[src/rtl/mem_access_unit.sv]
// Initiator side of the byte-enabled data RAM port: accepts one MIPS load/store per
// handshake, drives lane-aligned RAM controls and returns extended load data.
module mem_access_unit #(
    parameter int unsigned NB_ADDR    = 32,
    parameter int unsigned RAM_ADDR_W = 10,
    parameter int unsigned NB_COL     = 4,
    parameter int unsigned COL_WIDTH  = 8
) (
    input  logic                    clka,
    input  logic                    rsta_n,
    input  logic                    req_valid,
    output logic                    req_ready,
    input  logic                    req_write,
    input  logic [1:0]              req_size,
    input  logic                    req_unsigned,
    input  logic [NB_ADDR-1:0]      req_addr,
    input  logic [NB_COL*COL_WIDTH-1:0] req_wdata,
    output logic                    rsp_valid,
    output logic [NB_COL*COL_WIDTH-1:0] rsp_rdata,
    output logic                    rsp_misalign,
    output logic                    ram_en,
    output logic [NB_COL-1:0]       ram_we,
    output logic [RAM_ADDR_W-1:0]   ram_addr,
    output logic [NB_COL*COL_WIDTH-1:0] ram_din,
    input  logic [NB_COL*COL_WIDTH-1:0] ram_dout
);

    localparam int unsigned NB_DATA = NB_COL * COL_WIDTH;

    localparam logic [1:0] ST_IDLE   = 2'd0;
    localparam logic [1:0] ST_ACCESS = 2'd1;
    localparam logic [1:0] ST_RESP   = 2'd2;

    localparam logic [1:0] SZ_BYTE = 2'b00;
    localparam logic [1:0] SZ_HALF = 2'b01;
    localparam logic [1:0] SZ_WORD = 2'b10;

    logic [1:0]            state, state_nxt;
    logic [1:0]            op_off, op_off_nxt;
    logic [1:0]            op_size, op_size_nxt;
    logic                  op_uns, op_uns_nxt;
    logic                  op_write, op_write_nxt;
    logic                  req_ready_nxt;
    logic                  rsp_valid_nxt;
    logic [NB_DATA-1:0]    rsp_rdata_nxt;
    logic                  rsp_misalign_nxt;
    logic                  ram_en_nxt;
    logic [NB_COL-1:0]     ram_we_nxt;
    logic [RAM_ADDR_W-1:0] ram_addr_nxt;
    logic [NB_DATA-1:0]    ram_din_nxt;

    logic                  misalign_c;
    logic [7:0]            load_byte_c;
    logic [15:0]           load_half_c;
    logic [NB_DATA-1:0]    load_data_c;
    logic                  unused_addr_c;

    assign unused_addr_c = &{1'b0, req_addr[NB_ADDR-1:RAM_ADDR_W+2]};

    // Alignment check on the live request; only consulted at the handshake
    always_comb begin
        misalign_c = 1'b0;
        case (req_size)
            SZ_BYTE: misalign_c = 1'b0;
            SZ_HALF: misalign_c = req_addr[0];
            SZ_WORD: misalign_c = (req_addr[1:0] != 2'b00);
            default: misalign_c = 1'b1;
        endcase
    end

    // Lane select and extension of the RAM read word using the latched operation
    always_comb begin
        load_byte_c = 8'h00;
        case (op_off)
            2'd0:    load_byte_c = ram_dout[7:0];
            2'd1:    load_byte_c = ram_dout[15:8];
            2'd2:    load_byte_c = ram_dout[23:16];
            default: load_byte_c = ram_dout[31:24];
        endcase
        load_half_c = op_off[1] ? ram_dout[31:16] : ram_dout[15:0];
        load_data_c = ram_dout;
        case (op_size)
            SZ_BYTE: load_data_c = {{24{~op_uns & load_byte_c[7]}}, load_byte_c};
            SZ_HALF: load_data_c = {{16{~op_uns & load_half_c[15]}}, load_half_c};
            default: load_data_c = ram_dout;
        endcase
    end

    // Next-state and next-output logic
    always_comb begin
        state_nxt        = state;
        op_off_nxt       = op_off;
        op_size_nxt      = op_size;
        op_uns_nxt       = op_uns;
        op_write_nxt     = op_write;
        req_ready_nxt    = req_ready;
        rsp_valid_nxt    = rsp_valid;
        rsp_rdata_nxt    = rsp_rdata;
        rsp_misalign_nxt = rsp_misalign;
        ram_en_nxt       = ram_en;
        ram_we_nxt       = ram_we;
        ram_addr_nxt     = ram_addr;
        ram_din_nxt      = ram_din;
        case (state)
            ST_IDLE: begin
                if (req_valid && req_ready) begin
                    op_off_nxt    = req_addr[1:0];
                    op_size_nxt   = req_size;
                    op_uns_nxt    = req_unsigned;
                    op_write_nxt  = req_write;
                    req_ready_nxt = 1'b0;
                    if (misalign_c) begin
                        state_nxt        = ST_RESP;
                        rsp_valid_nxt    = 1'b1;
                        rsp_misalign_nxt = 1'b1;
                        rsp_rdata_nxt    = '0;
                    end else begin
                        state_nxt    = ST_ACCESS;
                        ram_en_nxt   = 1'b1;
                        ram_addr_nxt = req_addr[RAM_ADDR_W+1:2];
                        ram_we_nxt   = '0;
                        if (req_write) begin
                            case (req_size)
                                SZ_BYTE: begin
                                    ram_we_nxt  = NB_COL'(1) << req_addr[1:0];
                                    ram_din_nxt = {4{req_wdata[7:0]}};
                                end
                                SZ_HALF: begin
                                    ram_we_nxt  = NB_COL'(3) << req_addr[1:0];
                                    ram_din_nxt = {2{req_wdata[15:0]}};
                                end
                                default: begin
                                    ram_we_nxt  = '1;
                                    ram_din_nxt = req_wdata;
                                end
                            endcase
                        end
                    end
                end
            end
            ST_ACCESS: begin
                state_nxt     = ST_RESP;
                ram_en_nxt    = 1'b0;
                ram_we_nxt    = '0;
                rsp_valid_nxt = 1'b1;
                rsp_rdata_nxt = op_write ? '0 : load_data_c;
            end
            ST_RESP: begin
                state_nxt        = ST_IDLE;
                req_ready_nxt    = 1'b1;
                rsp_valid_nxt    = 1'b0;
                rsp_misalign_nxt = 1'b0;
            end
            default: begin
                state_nxt        = ST_IDLE;
                req_ready_nxt    = 1'b1;
                rsp_valid_nxt    = 1'b0;
                rsp_misalign_nxt = 1'b0;
                ram_en_nxt       = 1'b0;
                ram_we_nxt       = '0;
            end
        endcase
    end

    // State and output registers
    always_ff @(posedge clka or negedge rsta_n) begin
        if (!rsta_n) begin
            state        <= ST_IDLE;
            op_off       <= '0;
            op_size      <= '0;
            op_uns       <= 1'b0;
            op_write     <= 1'b0;
            req_ready    <= 1'b1;
            rsp_valid    <= 1'b0;
            rsp_rdata    <= '0;
            rsp_misalign <= 1'b0;
            ram_en       <= 1'b0;
            ram_we       <= '0;
            ram_addr     <= '0;
            ram_din      <= '0;
        end else begin
            state        <= state_nxt;
            op_off       <= op_off_nxt;
            op_size      <= op_size_nxt;
            op_uns       <= op_uns_nxt;
            op_write     <= op_write_nxt;
            req_ready    <= req_ready_nxt;
            rsp_valid    <= rsp_valid_nxt;
            rsp_rdata    <= rsp_rdata_nxt;
            rsp_misalign <= rsp_misalign_nxt;
            ram_en       <= ram_en_nxt;
            ram_we       <= ram_we_nxt;
            ram_addr     <= ram_addr_nxt;
            ram_din      <= ram_din_nxt;
        end
    end

endmodule

[config.mk]
export PLATFORM = sky130hd
export DESIGN_NAME = mem_access_unit
export DESIGN_NICKNAME = d
export VERILOG_FILES = /design/src/rtl/mem_access_unit.sv
export SDC_FILE = /design/constraint.sdc
export NUM_CORES = 1
export LEC_CHECK = 0
export CAP_MARGIN = 10
export CORE_ASPECT_RATIO = 1.1
export CORE_MARGIN = 2
export CORE_UTILIZATION = 32
export DETAILED_ROUTE_END_ITERATION = 8
export PLACE_DENSITY = 0.62
export SETUP_SLACK_MARGIN = 0.15
export SLEW_MARGIN = 20
export SYNTH_ARGS = -nofsm -noshare
export SYNTH_HDL_FRONTEND = slang
export SYNTH_SLANG_ARGS = --single-unit
[constraint.sdc]
create_clock -name clka -period 2 [get_ports clka]
set_input_delay 0.5 -clock clka [delete_from_list [all_inputs] [get_ports clka]]
set_output_delay 0.5 -clock clka [all_outputs]
set_load 0.05 [all_outputs]
-- After elaboration in Yosys (flattened, before gate mapping)
Cells that the tools add are included.
- reduce and logical (&&, ||, !) cells: 15
- bitwise operators: 6
- eq/ne operators: 10
- shifts and indexed selects: 2
- mux-type cells: 26
- operators with widths (kind ; number):
    $pmux 32 s2 ; 3
    $mux 32 ; 3
    $pmux 8 s3 ; 1
    $mux 16 ; 1
    $pmux 4 s2 ; 2
    $mux 4 ; 3
    $reduce_and 3->1 ; 4
    $eq 2x1->1 const B ; 4
    $logic_not 2->1 ; 4
    $pmux 1 s2 ; 4
    $eq 2x2->1 const B ; 3
    $ne 2x2->1 const B ; 3
    $reduce_and 2->1 ; 3
    $mux 1 ; 5
    $mux 2 ; 2
    $not 1->1 ; 4
    $pmux 2 s2 ; 1
    $reduce_and 4->1 ; 1
    $reduce_bool 2->1 ; 2
    $shl 1x2->4 const A ; 1
    $shl 2x2->4 const A ; 1
    $pmux 1 s3 ; 1
    $and 1x1->1 ; 2
    $logic_and 1x1->1 ; 1
- register bits after elaboration: 90
- output and inout bits: 82
- input bits: 103
- logic and storage cells: 72

-- Depth between registers and ports, before layout
- depth after elaboration: 6
- mapped depth: 8
- depth with buffers taken out: 4

-- Worst setup path before layout
Ideal clock, no wire load.
- path type: flip-flop to flip-flop
- start: register req_ready
- end: register ram_din[31]
- period minus slack after synthesis: 1812 ps
- setup slack: 188 ps
- cell stages (with the launch flop): 8
- arrival time: 1679 ps
- data required time: 1867 ps
- cells stage by stage: dfstp_2 -> and4bb_2 -> buf_4 -> o211ai_2 -> buf_4 -> buf_4 -> nand2_1 -> o21ai_0
- word-level cells in the longest chain between the ends: 2
- ends and longest elaborated chain (what ; RTL line ; RTL):
    start, declared ; 12 ; output logic req_ready,
    start signal, assigned ; 187 ; req_ready <= req_ready_nxt;
    $logic_and 1x1->1 ; 106 ; if (req_valid && req_ready) begin
    $reduce_and 4->1 (no line) ; -- ;
    end signal, assigned ; 194 ; ram_din <= ram_din_nxt;
    end, declared ; 24 ; output logic [NB_COL*COL_WIDTH-1:0] ram_din,
No other way between the ends.
A chain may end at the register's enable or synchronous reset.

-- Worst setup path in the final report
- start: register rsp_rdata[5]
- end: output rsp_rdata[5]
- RTL lines (what ; RTL line ; RTL):
    start, declared ; 19 ; output logic [NB_COL*COL_WIDTH-1:0] rsp_rdata,
    start signal, assigned ; 189 ; rsp_rdata <= rsp_rdata_nxt;
No word-level cell between the ends.

==> impl_metrics.env <==
export IMPL_hold_violations=0
export IMPL_cts_tree="yes"
export IMPL_fin_nets=699
export IMPL_num_vias=3925
export IMPL_async_flop_share_pct=100.0
export IMPL_insertion_delay_ns=0.35
export IMPL_worst_path_max_delay_cell="dlygate4sd2_1"
export IMPL_dp_hpwl_mm=9.358
export IMPL_die_x_um=115.0
export IMPL_finalWirelength_mm=12.86
export IMPL_ys_types=46
export IMPL_reg2regPathDepth=4
export IMPL_drtIter0Drc=300
export IMPL_postCtsHoldBufs=0
export IMPL_io_pins=185
export IMPL_fmax_mhz=573.8
export IMPL_grt_pass1_vias=4054
export IMPL_ys_warn_count=0
export IMPL_grt_setup_unrepaired="false"
export IMPL_total_power_uw=11140
export IMPL_portBuffers=164
export IMPL_leakage_uw=0.003158
export IMPL_synth_nets=517
export IMPL_grt_use_total_pct=18.15
export IMPL_status="completed"
export IMPL_drcViolationCount=0
export IMPL_ant_nets=0
export IMPL_r2r_slack_ns=0.34
export IMPL_first_pass_iters=4
export IMPL_die_h_um=126.1
export IMPL_maxSlewHeadroom_pct=56.64
export IMPL_area_growth_pct=49.88
export IMPL_cts_max_level=3
export IMPL_antenna_found_initial=0
export IMPL_clock_skew_ns=0.006129
export IMPL_crit_path_start_kind="flop"
export IMPL_tightestPinTransition_ns=0.6504
export IMPL_stdcell_area_mm2=0.006496
export IMPL_cp_depth=1
export IMPL_clock_sinks=90
export IMPL_synth_edff_count=0
export IMPL_crit_family="buffers and inverters"
export IMPL_grt_pass1_wl_mm=20.63
export IMPL_drv_cap=0
export IMPL_overflow=0
export IMPL_whs_ns=0.1668
export IMPL_cp_required_ns=1.50
export IMPL_place_congestion=0.8486
export IMPL_post_cts_buffers=0
export IMPL_synth_cells=414
export IMPL_synth_main_ff_cell="dfrtp_1"
export IMPL_cts_path_max_buffers=2
export IMPL_synth_seq_cells=90
export IMPL_ir_worst_vdd_mv=0.9571
export IMPL_clk_transition_reported_paths_ns=0.07
export IMPL_end_kind="output port"
export IMPL_finalSetupViolations=0
export IMPL_critical_path_max_fanout=2
export IMPL_worst_path_buf_inv=1
export IMPL_root_buffer="clkbuf_16"
export IMPL_power_density_mw_per_mm2=1715
export IMPL_grt_max_degree=91
export IMPL_fp_row_count=44
export IMPL_core_mm2=0.01321
export IMPL_place_area_mm2=0.006211
export IMPL_netlist_area_mm2=0.004334
export IMPL_critPathKind="flop to output port"
export IMPL_via_per_inst=5.151
export IMPL_synth_seq_area_share_pct=51.99
export IMPL_arrival_ns=1.24
export IMPL_critPathMaxStageDelay_ns=0.53
export IMPL_start_util_pct=32.80
export IMPL_post_drt_wl_per_cell_um=16.87
export IMPL_dieArea_mm2=0.01449
export IMPL_syn_area_per_cell_um2=10.47
export IMPL_period_share_pct=87.13
export IMPL_fin_crit_ns=1.743
export IMPL_slew_violations=0
export IMPL_numCtsBuffers=9
export IMPL_drive_gt1_share_pct=25.96
export IMPL_hp_class="input port to async pin"
export IMPL_cp_cell_sequence="dlygate4sd2_1"
export IMPL_antenna_cells=0
[cells by family (layout without fill, tap and decap cells)]
group | count (synthesis) | in the layout | share of synthesized area (%)
and+or+nand+nor | 104 | 104 | 10.62
muxes | 60 | 60 | 14.78
AOI/OAI and AO/OA | 121 | 121 | 18.42
buffers and inverters | 39 | 226 | 4.186
DFF | 90 | 90 | 51.99
[sequential cells by signal, indices dropped and copies added (netlist names)]
signal / cells
req_ready: 1
op_off: 2
ram_din: 32
op_write: 1
ram_addr: 10
rsp_misalign: 1
ram_we: 4
ram_en: 1
op_uns: 1
rsp_rdata: 32
state: 2
rsp_valid: 1
op_size: 2
[metrics by stage]
stage	setup WS [ns]	util, %	TNS [ns]	cells
after floorplan	0.1876	-	0	414
after global placement	-0.2353	47.01	-14.87	746
after detailed placement	-0.2620	47.01	-15.55	746
after CTS	0.1647	49.13	0	762
after global routing	0.2112	49.17	0	762
final	0.2573	49.17	0	762
[area by class of cell]
| class | instances | area [um2] |
|---|---|---|
| fill | 1246 | 6716 |
| sequential | 90 | 2253 |
| multi-input combinational | 285 | 1908 |
| timing repair buffer | 201 | 1790 |
| clock buffer | 9 | 225.2 |
| tap | 161 | 201.4 |
| clock inverter | 7 | 83.83 |
| inverter | 9 | 33.78 |
[placed cells by master, fill, tap and decap left out, types with 3 or more instances in the layout]
master,synthesis,routed
o21a_1,7,7
a21oi_1,21,21
clkbuf_16,0,9
inv_6,0,3
o21ai_0,46,46
clkdlybuf4s50_1,0,77
mux2_2,32,32
inv_1,7,7
a32o_1,6,6
nor2_1,27,27
a311o_1,5,5
dfrtp_1,89,89
nor3_1,6,6
nand2b_1,3,3
buf_12,0,4
a22oi_1,17,17
mux2i_1,28,28
o211ai_1,4,4
buf_4,3,95
nand2_1,54,54
dlygate4sd2_1,0,23
[report_power, final]
group | internal (uW) | switching (uW) | leakage, uW
sequential | 2660 | 559 | 0.00116
clock | 993 | 777 | 0.000149
combinational | 2010 | 4140 | 0.00185
[repair_timing]
| item | 4_1_cts | 5_1_grt |
|---|---|---|
| resized for setup | 23 | 2 |
| endpoints found under the setup margin | 61 | 38 |
| pin swaps | 0 | 0 |
[metal layers]
layer / GRT usage [%] / wire, um
met1: 22.40 / 5239
met2: 28.48 / 6012
met3: 6.497 / 1276
met4: 8.009 / 329
met5: 0 / 0
[synthesized netlist by cell type (2+ instances only)]
master / number / share of area, %
a22oi_1: 17 / 2.9
buf_4: 3 / 0.52
a221oi_1: 2 / 0.40
a32o_1: 6 / 1.4
o22ai_1: 2 / 0.29
nand2b_1: 3 / 0.43
a21o_1: 2 / 0.35
a22o_1: 2 / 0.40
buf_6: 2 / 0.52
mux2i_1: 28 / 6.5
inv_1: 7 / 0.61
nor2_1: 27 / 2.3
buf_2: 6 / 0.69
and2_1: 2 / 0.29
o21a_1: 7 / 1.2
nor3_1: 6 / 0.69
nand2_1: 54 / 4.7
buf_1: 2 / 0.17
a21oi_1: 21 / 2.4
mux2_2: 32 / 8.3
or2_2: 2 / 0.29
o21ai_0: 46 / 5.3
nor2b_1: 2 / 0.29
dfrtp_1: 89 / 51
o211ai_1: 4 / 0.69
clkbuf_1: 16 / 1.4
a311o_1: 5 / 1.2
[worst paths after layout]
kind,endpoint,from
max,rsp_rdata[5],rsp_rdata[5]
min,rsp_rdata[12],rsta_n
max reg2reg,rsp_rdata[27],state[1]
min reg2reg,rsp_rdata[10],rsp_rdata[10]
max in group asynchronous,rsp_rdata[4],rsta_n
min in group clka,rsp_rdata[10],rsp_rdata[10]
(Power assumes the default switching activity.)
